--- src/rtl/demux_pkg.sv ---
// Shared types and helpers for the registered 1-to-4 demultiplexer.
package demux_pkg;

    localparam int unsigned NUM_OUT = 4;
    localparam int unsigned SEL_W   = 2;

    typedef enum logic [1:0] {
        SEL_OUT0 = 2'd0,
        SEL_OUT1 = 2'd1,
        SEL_OUT2 = 2'd2,
        SEL_OUT3 = 2'd3
    } sel_e;

    // An unknown select matches no item and yields all zeros.
    function automatic logic [3:0] onehot4(sel_e sel);
        logic [3:0] oh;
        oh = 4'b0000;
        case (sel)
            SEL_OUT0: oh = 4'b0001;
            SEL_OUT1: oh = 4'b0010;
            SEL_OUT2: oh = 4'b0100;
            SEL_OUT3: oh = 4'b1000;
            default:  oh = 4'b0000;
        endcase
        return oh;
    endfunction

endpackage

--- src/rtl/sat_counter.sv ---
// Saturating up-counter with asynchronous active-high reset; holds at all-ones.
module sat_counter #(
    parameter int unsigned CNT_W = 8
) (
    input  logic             clk_i,
    input  logic             rst_i,
    input  logic             inc_i,
    output logic [CNT_W-1:0] count_o
);

    logic [CNT_W-1:0] count_d, count_q;

    always_comb begin
        count_d = count_q;
        if (inc_i && (count_q != {CNT_W{1'b1}})) begin
            count_d = count_q + 1'b1;
        end
    end

    always_ff @(posedge clk_i or posedge rst_i) begin
        if (rst_i) begin
            count_q <= '0;
        end else begin
            count_q <= count_d;
        end
    end

    assign count_o = count_q;

endmodule

--- src/rtl/demux_1to4.sv ---
// Registered 1-to-4 demultiplexer; unselected outputs are cleared on each enabled edge.
// Define DEMUX_ROUTE_CNT_EN to add saturating per-output route counters cnt0..cnt3.
module demux_1to4
    import demux_pkg::*;
#(
    parameter int unsigned WIDTH = 1,
    parameter int unsigned CNT_W = 8
) (
    input  logic             clk,
    input  logic             rst,
    input  logic [WIDTH-1:0] in,
    input  logic [1:0]       select,
    input  logic             en,
    output logic [WIDTH-1:0] out0,
    output logic [WIDTH-1:0] out1,
    output logic [WIDTH-1:0] out2,
    output logic [WIDTH-1:0] out3,
`ifdef DEMUX_ROUTE_CNT_EN
    output logic [CNT_W-1:0] cnt0,
    output logic [CNT_W-1:0] cnt1,
    output logic [CNT_W-1:0] cnt2,
    output logic [CNT_W-1:0] cnt3,
`endif
    output logic [3:0]       sel_onehot
);

    if (CNT_W == 0) begin : g_bad_cnt_w
        $error("CNT_W must be at least 1");
    end

    sel_e             sel;
    logic [WIDTH-1:0] out0_d, out1_d, out2_d, out3_d;
    logic [WIDTH-1:0] out0_q, out1_q, out2_q, out3_q;
    logic [3:0]       onehot_d, onehot_q;

    assign sel = sel_e'(select);

    always_comb begin
        out0_d   = '0;
        out1_d   = '0;
        out2_d   = '0;
        out3_d   = '0;
        onehot_d = onehot4(sel);
        case (sel)
            SEL_OUT0: out0_d = in;
            SEL_OUT1: out1_d = in;
            SEL_OUT2: out2_d = in;
            SEL_OUT3: out3_d = in;
            default: ;
        endcase
    end

    always_ff @(posedge clk or posedge rst) begin
        if (rst) begin
            out0_q   <= '0;
            out1_q   <= '0;
            out2_q   <= '0;
            out3_q   <= '0;
            onehot_q <= '0;
        end else if (en) begin
            out0_q   <= out0_d;
            out1_q   <= out1_d;
            out2_q   <= out2_d;
            out3_q   <= out3_d;
            onehot_q <= onehot_d;
        end
    end

    assign out0       = out0_q;
    assign out1       = out1_q;
    assign out2       = out2_q;
    assign out3       = out3_q;
    assign sel_onehot = onehot_q;

`ifdef DEMUX_ROUTE_CNT_EN
    // Increment strobes reuse the decoded select so counters track the data routing.
    sat_counter #(.CNT_W(CNT_W)) u_cnt0 (
        .clk_i   (clk),
        .rst_i   (rst),
        .inc_i   (en && onehot_d[0]),
        .count_o (cnt0)
    );
    sat_counter #(.CNT_W(CNT_W)) u_cnt1 (
        .clk_i   (clk),
        .rst_i   (rst),
        .inc_i   (en && onehot_d[1]),
        .count_o (cnt1)
    );
    sat_counter #(.CNT_W(CNT_W)) u_cnt2 (
        .clk_i   (clk),
        .rst_i   (rst),
        .inc_i   (en && onehot_d[2]),
        .count_o (cnt2)
    );
    sat_counter #(.CNT_W(CNT_W)) u_cnt3 (
        .clk_i   (clk),
        .rst_i   (rst),
        .inc_i   (en && onehot_d[3]),
        .count_o (cnt3)
    );
`endif

endmodule

--- config.mk ---
export PLATFORM = sky130hd
export DESIGN_NAME = demux_1to4
export DESIGN_NICKNAME = d
export VERILOG_FILES = /design/src/rtl/demux_pkg.sv /design/src/rtl/sat_counter.sv /design/src/rtl/demux_1to4.sv
export SDC_FILE = /design/constraint.sdc
export NUM_CORES = 1
export LEC_CHECK = 0
export CORE_AREA = 2 2 39 41
export DETAILED_ROUTE_END_ITERATION = 8
export DIE_AREA = 0 0 41 43
export PLACE_DENSITY = 0.54
export SLEW_MARGIN = 20
export SYNTH_ARGS = -nofsm -noshare
export SYNTH_HDL_FRONTEND = slang
export SYNTH_SLANG_ARGS = --single-unit
--- constraint.sdc ---
create_clock -name clk -period 1.6 [get_ports clk]
set_clock_uncertainty 0.15 [all_clocks]
set_input_delay 0.32 -clock clk [delete_from_list [all_inputs] [get_ports clk]]
set_output_delay 0.32 -clock clk [all_outputs]
set_load 0.01 [all_outputs]
==> flow_summary.json, run 1 <==
{
  "grt_pass1_wl_um": 1080,
  "post_dp_cell_area_sq_um": 510,
  "min_path_type": "input pin to async pin",
  "ctsRootBufferMaster": "clkbuf_4",
  "dp_cells": 64,
  "drive_above_1_share_pct": 19.6,
  "path_clk_slew_ns": 0.06,
  "globalRouteTotalUtil_pct": 9.92,
  "fin_area_sq_um": 531,
  "ant_nets": 0,
  "first_iter_violations": 2,
  "die_area_sq_mm": 0.00176,
  "syn2layout_area_growth_pct": 52.0,
  "drc": 0,
  "crit_fanout": 2,
  "critPathBufInv": 1,
  "peakVddDrop_uv": 320,
  "multi_input_area_sq_um": 108,
  "tritoncts": "yes",
  "worstSetupEndpointType": "output pin",
  "antenna_found_initial": 0,
  "syn-instance-count": 33,
  "hpwl_um": 534,
  "setup_slack_ns": 0.221,
  "drv_cap": 0,
  "fin_crit_ns": 1.38,
  "status": "finished clean",
  "grt_overflow": 0,
  "numCtsBuffers": 3,
  "holdWs_ns": 0.169,
  "ios": 14,
  "fin_cells": 67,
  "setup_viol": 0,
  "fin_util_pct": 38.3,
  "fp.dieW_um": 41,
  "synth-seq-area-share_pct": 57.3,
  "ys_ff_latch": 8,
  "startpoint_type": "register",
  "syn_area_sq_um": 349,
  "crit_arrival_ns": 0.91,
  "critPathTopFamily": "flip-flops",
  "slew_headroom_pct": 78.6,
  "total_power_mw": 0.459,
  "rsz0062_at_grt": "no",
  "synth.distinct_cells": 13,
  "finalHoldViolCount": 0,
  "via_per_inst": 4.16,
  "p_leak_nw": 0.289,
  "rows": 14,
  "fillers": 151,
  "cts.path.max_buffers": 2,
  "fin_nets": 59,
  "critPathLaunch": "out2$_DFFE_PP0P_",
  "cts.sink_count": 8,
  "grt_pass1_vias": 280,
  "fmax_mhz": 725,
  "routed_wl_um": 696,
  "cts_setup_buffers": 0,
  "die_h_um": 43,
  "routed-via-count": 279,
  "powerDensity_mw_per_mm2": 866,
  "pre_cts_ws_ns": 0.132,
  "synth_nets": 39,
  "core_area_sq_mm": 0.00138,
  "cpPeakStageDelay_ns": 0.38,
  "fin_crit_sh_pct": 86.2,
  "reg2reg_from": "sel_onehot[0]$_DFFE_PP0P_",
  "insertion_delay_ns": 0.25,
  "tightest_slew_ns": 0.320,
  "critPathKind": "register to output pin",
  "h-tree-depth": 1,
  "required_ns": 1.13,
  "fin_setup_tns_ns": 0,
  "antenna_cells": 0,
  "start_util_pct": 25.2,
  "worstPathCellList": "dlygate4sd2_1",
  "dr.pass1.iters": 4,
  "synth.avg_cell_area_sq_um": 10.6,
  "grt_max_degree": 10,
  "gp_congestion": 0.687,
  "report.final.slew_viol_count": 0,
  "wire_per_inst_um": 10.4,
  "critPathSlowestCell": "dfrtp_1",
  "final-seq-area_sq_um": 200,
  "yosys_warnings": 0,
  "io_buffers": 13
}
-- cells in the final DEF, fill, tap and decap left out, drive strengths merged --
cell type,Yosys,layout
inv,8,8
dfrtp,8,8
dlygate4sd2,0,6
clkdlybuf4s50,0,5
o22ai,5,5
clkbuf,0,3
buf,1,3
nand2,3,3
nand2b,2,2
o21ai,2,2
dlymetal6s2s,0,2
nor2,1,1
mux2,1,1
nand3b,1,1
nand3,1,1
-- cells by family after synthesis --
kind of cell / count (synthesis) / synth area share, %
buf+inv: 9 / 11.8
mux: 1 / 3.23
simple gates: 8 / 12.2
flops: 8 / 57.3
compound gates: 7 / 15.4
-- registers in the layout (all words and copies together), names as in the netlist --
signal      flops
out0            1
sel_onehot      4
out3            1
out2            1
out1            1
-- area by class of cell --
type                            instances  area share, %
Sequential cell                         8           37.7
Timing Repair Buffer                   16           28.3
Multi-Input combinational cell         16           20.3
Inverter                                8           5.66
Clock buffer                            3           4.25
Tap cell                               16           3.77
-- Yosys cell counts --
cell type	count	area, sq um
inv_1	8	30.0
o22ai_1	3	18.8
nand3b_1	1	7.51
nand2b_1	2	12.5
nand3_1	1	5.00
mux2_2	1	11.3
o22ai_2	2	25.0
o21ai_0	2	10.0
nand2_2	1	6.26
nor2_1	1	3.75
buf_6	1	11.3
nand2_1	2	7.51
dfrtp_1	8	200
-- layer usage --
layer	up-vias	global-route usage (%)	part of all wire (%)
met1	126	9.90	43
li1	143	-	-
met3	2	3.14	6.8
met4	0	10.0	1.4
met5	-	0	0
met2	8	14.7	48
-- report_power, final --
group / switching, mW / total (mW) / internal (mW)
registers: 0.00605 / 0.222 / 0.216
logic: 0.0371 / 0.0799 / 0.0429
clock network: 0.0710 / 0.157 / 0.0860
-- repair_timing --
item,4_1_cts,5_1_grt
gates resized for setup,6,2
endpoints found under the setup margin,6,2
hold buffers,0,0
-- path summary, 6_finish.rpt --
check                      slack (ns)  cells after the start                   endpoint
setup / recovery                 0.22                      1                       out2
setup reg to reg                 0.70                      1  sel_onehot[0]$_DFFE_PP0P_
hold / removal                   0.17                      2           out3$_DFFE_PP0P_
hold reg to reg                  0.37                      1  sel_onehot[0]$_DFFE_PP0P_
max in group asynchronous        0.89                      2  sel_onehot[0]$_DFFE_PP0P_
min in group clk                 0.37                      1  sel_onehot[0]$_DFFE_PP0P_
(Power assumes the default switching activity.)
==> run 2: changes to the inputs <==
- PLACE_DENSITY: 0.54 -> 0.58
==> run 2 against run 1 <==
Compared with the run above:
- critical endpoint is now sel_onehot[2]
- final cell count decreased by 1.5%
- highest routed layer unchanged
- clock power about the same
- first-iteration DRC count decreased by 50%
- routed wire length decreased by 4.7%
- sequential cell count unchanged
- worst hold slack got worse by 0.0097 ns
- die area unchanged
- sequential power about the same
- via count decreased by 1.4%
- register-to-register slack about the same
- critical path depth unchanged
- power decreased by 0.85%
==> flow_summary.json, run 2 (synthesis gave the netlist of run 1 again) <==
{
  "status": "finished clean",
  "min_path_type": "input pin to async pin",
  "hpwl_um": 507,
  "ios": 14,
  "setup_viol": 0,
  "cts_resized": 8,
  "insertion_delay_ns": 0.25,
  "fin_setup_tns_ns": 0,
  "cts_setup_buffers": 0,
  "drive_above_1_share_pct": 18.0,
  "layout_common_cells": "8 x inv_1, 8 x dfrtp_1, 8 x dlygate4sd2_1, 5 x clkdlybuf4s50_1",
  "finalHoldViolCount": 0,
  "core_area_sq_mm": 0.00138,
  "holdWs_ns": 0.160,
  "tritoncts": "yes",
  "fin_nets": 58,
  "rows": 14,
  "powerDensity_mw_per_mm2": 883,
  "critPathKind": "register to output pin",
  "routed-via-count": 275,
  "grt_pass1_wl_um": 993,
  "numCtsBuffers": 3,
  "fillers": 155,
  "ctsRootBufferMaster": "clkbuf_4",
  "fin_util_pct": 37.3,
  "cpPeakStageDelay_ns": 0.38,
  "ant_nets": 0,
  "required_ns": 1.13,
  "tightest_slew_ns": 0.306,
  "drc": 0,
  "crit_arrival_ns": 0.92,
  "antenna_cells": 0,
  "fp.dieW_um": 41,
  "die_h_um": 43,
  "syn2layout_area_growth_pct": 47.7,
  "io_buffers": 13,
  "hold_buffers": 0,
  "drv_cap": 0,
  "start_util_pct": 25.2,
  "cts.path.max_buffers": 2,
  "wire_per_inst_um": 10.0,
  "die_area_sq_mm": 0.00176,
  "cts.sink_count": 8,
  "worstPathCellList": "dlygate4sd2_1",
  "peakVddDrop_uv": 333,
  "critPathSlowestCell": "dfrtp_1",
  "via_per_inst": 4.17,
  "slew_headroom_pct": 79.6,
  "grt_max_degree": 10,
  "first_iter_violations": 1,
  "gp_congestion": 0.658,
  "fmax_mhz": 721,
  "routed_wl_um": 663,
  "p_leak_nw": 0.259,
  "worstSetupEndpointType": "output pin",
  "fin_crit_sh_pct": 86.7,
  "globalRouteTotalUtil_pct": 9.83,
  "grt_overflow": 0,
  "antenna_found_initial": 0,
  "dr.pass1.iters": 2,
  "grt_pass1_vias": 233,
  "path_clk_slew_ns": 0.06,
  "h-tree-depth": 1,
  "rsz0062_at_grt": "no",
  "critPathBufInv": 1,
  "critPathTopFamily": "flip-flops",
  "crit_fanout": 2,
  "largest_reg_flops": 4,
  "fin_crit_ns": 1.39,
  "rrSetupSlack_ns": 0.71,
  "startpoint_type": "register",
  "report.final.slew_viol_count": 0
}
-- run 2: changes by cell type in the layout (fill, tap and decap cells not counted), sizes merged --
cell,before,now
dlygate4sd2,6,8
dlymetal6s2s,2,0
buf,3,2
-- run 2: path summary, 6_finish.rpt --
path	startpoint	to	cells after the start
worst max register to register	sel_onehot[0]$_DFFE_PP0P_	sel_onehot[0]$_DFFE_PP0P_	1
worst min register to register	sel_onehot[1]$_DFFE_PP0P_	sel_onehot[1]$_DFFE_PP0P_	2
min in group clk	sel_onehot[1]$_DFFE_PP0P_	sel_onehot[1]$_DFFE_PP0P_	2
max in group asynchronous	rst	out3$_DFFE_PP0P_	2
worst max-delay path	sel_onehot[2]$_DFFE_PP0P_	sel_onehot[2]	1
worst min-delay path	rst	sel_onehot[3]$_DFFE_PP0P_	2
-- run 2: area by class of cell --
cell class                      instances  area, sq um  share of cell area, %
Clock buffer                            3         22.5                   4.37
Sequential cell                         8          200                   38.8
Inverter                                8         30.0                   5.83
Timing Repair Buffer                   15          135                   26.2
Tap cell                               16         20.0                   3.88
Multi-Input combinational cell         16          108                   20.9
-- run 2: routing by layer --
metal,vias up,track usage (%),wire length (um)
met5,-,0,0
li1,140,-,-
met2,10,10.3,275
met4,0,12.0,34
met3,4,6.28,59
met1,121,11.3,294
-- run 2: where the power goes --
group | switching, mW | internal [mW] | total [mW]
Clock | 0.0702 | 0.0859 | 0.156
Sequential | 0.00625 | 0.216 | 0.223
Combinational | 0.0365 | 0.0401 | 0.0766
-- run 2: stage by stage --
step | power (mW) | setup WS, ns | cell area [sq um] | instances
global placement | 0.314 | 0.115 | 503 | 63
finish | 0.455 | 0.212 | 515 | 66
global route | 0.480 | 0.167 | 515 | 66
CTS | 0.463 | 0.198 | 515 | 66
detailed placement | 0.315 | 0.105 | 503 | 63
floorplan | 0.264 | 0.681 | 349 | 33
==> run 3: changes to the inputs <==
- CORE_AREA: 2 2 39 41 -> 8 8 45 47
- DIE_AREA: 0 0 41 43 -> 0 0 53 55
- PLACE_DENSITY: 0.58 -> 0.52
- RECOVER_POWER: not set -> 50
==> run 3 against run 2 <==
Compared with the run above:
- sequential cell count unchanged
- critical path depth unchanged
- critical path type unchanged
- global-route usage decreased by 3.3 points
- combinational power increased by 2%
- die area increased by 65%
- setup slack improved by 0.0098 ns
- register-to-register slack about the same
- highest routed layer is now met3
- sequential power about the same
==> flow_summary.json, run 3 (synthesis gave the netlist of run 1 again) <==
{
  "status": "finished clean",
  "rrSetupSlack_ns": 0.71,
  "critPathTopFamily": "flip-flops",
  "power_switching_mw": 0.112,
  "grt_pass1_wl_um": 1350,
  "fillers": 140,
  "cts.sink_count": 8,
  "via_per_inst": 4.21,
  "internal-power_mw": 0.342,
  "worstPathCellList": "dlygate4sd2_1",
  "slew_headroom_pct": 79.1,
  "ios": 14,
  "clkPwrFrac_pct": 33.9,
  "drive_above_1_share_pct": 19.6,
  "peakVddDrop_uv": 296,
  "seq_power_share_pct": 48.9,
  "gp_congestion": 0.764,
  "ant_nets": 0,
  "tritoncts": "yes",
  "path_clk_slew_ns": 0.06,
  "startpoint_type": "register",
  "drc": 0,
  "powerDensity_mw_per_mm2": 869,
  "fin_crit_sh_pct": 86.1,
  "cpPeakStageDelay_ns": 0.37,
  "syn2layout_area_growth_pct": 49.8,
  "required_ns": 1.13,
  "antenna_found_initial": 0,
  "p_leak_nw": 0.264,
  "wire_per_inst_um": 11.6,
  "die_h_um": 55,
  "h-tree-depth": 1,
  "fin_setup_tns_ns": 0,
  "p_comb_share_pct": 17.2,
  "min_path_type": "input pin to async pin",
  "dr.pass1.iters": 2,
  "swShare_pct": 24.7,
  "fin_nets": 59,
  "cts.path.max_buffers": 2,
  "rows": 14,
  "grt_max_degree": 9,
  "fmax_mhz": 726,
  "insertion_delay_ns": 0.25,
  "fin_area_sq_um": 523,
  "tightest_slew_ns": 0.313,
  "grt_overflow": 0,
  "antenna_cells": 0,
  "hold_buffers": 0,
  "post_dp_cell_area_sq_um": 510,
  "critPathSlowestCell": "dfrtp_1",
  "routed_wl_um": 779,
  "start_util_pct": 25.2,
  "setup_viol": 0,
  "critPathBufInv": 1,
  "core_area_sq_mm": 0.00138,
  "hpwl_um": 606,
  "globalRouteTotalUtil_pct": 6.54,
  "grt_pass1_vias": 318,
  "first_iter_violations": 4,
  "numCtsBuffers": 3,
  "routed-via-count": 282,
  "io_buffers": 13,
  "crit_arrival_ns": 0.91,
  "die_area_sq_mm": 0.00292,
  "largest_reg_flops": 4,
  "finalHoldViolCount": 0,
  "drv_cap": 0,
  "crit_fanout": 2,
  "fin_util_pct": 37.8,
  "rsz0062_at_grt": "no",
  "critPathKind": "register to output pin",
  "ctsRootBufferMaster": "clkbuf_4",
  "report.final.slew_viol_count": 0,
  "fin_crit_ns": 1.38,
  "worstSetupEndpointType": "output pin",
  "fp.dieW_um": 53,
  "layout_common_cells": "8 x inv_1, 8 x dfrtp_1, 8 x dlygate4sd2_1"
}
-- run 3: metrics by stage --
stage | power, mW | setup slack (ns) | hold slack [ns] | cells
6_report | 0.455 | 0.222 | 0.306 | 67
5_1_grt | 0.481 | 0.139 | 0.331 | 67
2_1_floorplan | 0.264 | 0.681 | -0.0143 | 33
3_5_place_dp | 0.318 | 0.0347 | 0.356 | 64
3_3_place_gp | 0.318 | 0.0508 | 0.359 | 64
4_1_cts | 0.469 | 0.202 | 0.173 | 67
-- run 3: worst paths after layout --
| kind | start | to | cells past startpoint |
|---|---|---|---|
| max in group asynchronous | rst | out3$_DFFE_PP0P_ | 2 |
| setup reg to reg | sel_onehot[0]$_DFFE_PP0P_ | sel_onehot[0]$_DFFE_PP0P_ | 1 |
| hold / removal | rst | sel_onehot[3]$_DFFE_PP0P_ | 2 |
| setup / recovery | sel_onehot[3]$_DFFE_PP0P_ | sel_onehot[3] | 1 |
| hold reg to reg | sel_onehot[0]$_DFFE_PP0P_ | sel_onehot[0]$_DFFE_PP0P_ | 1 |
| min in group clk | sel_onehot[0]$_DFFE_PP0P_ | sel_onehot[0]$_DFFE_PP0P_ | 1 |
-- run 3: power by group through the flow --
stage	Combinational [mW]	Clock (mW)	Sequential, mW
floorplan	0.0301	0	0.234
global route	0.0876	0.169	0.225
detailed placement	0.0910	0	0.227
finish	0.0781	0.154	0.222
global placement	0.0912	0	0.226
CTS	0.0818	0.164	0.223
-- run 3: final cells by class --
class                           count  area [sq um]  area share (%)
Inverter                            8          30.0            5.74
Sequential cell                     8           200            38.3
Timing Repair Buffer               16           143            27.3
Tap cell                           16          20.0            3.83
Multi-Input combinational cell     16           108            20.6
Clock buffer                        3          22.5            4.31
-- run 3: timing repair --
| action | in CTS | in global routing |
|---|---|---|
| endpoints found under the setup margin | 8 | 0 |
| buffers inserted | 0 | 0 |
| resized for setup | 8 | 0 |
-- run 3: per-layer routing --
metal | up-vias | track usage, % | wire [um]
met2 | 8 | 9.38 | 350
li1 | 144 | - | -
met4 | 0 | 6.47 | 0
met5 | - | 0 | 0
met1 | 130 | 6.96 | 358
met3 | 0 | 2.94 | 71
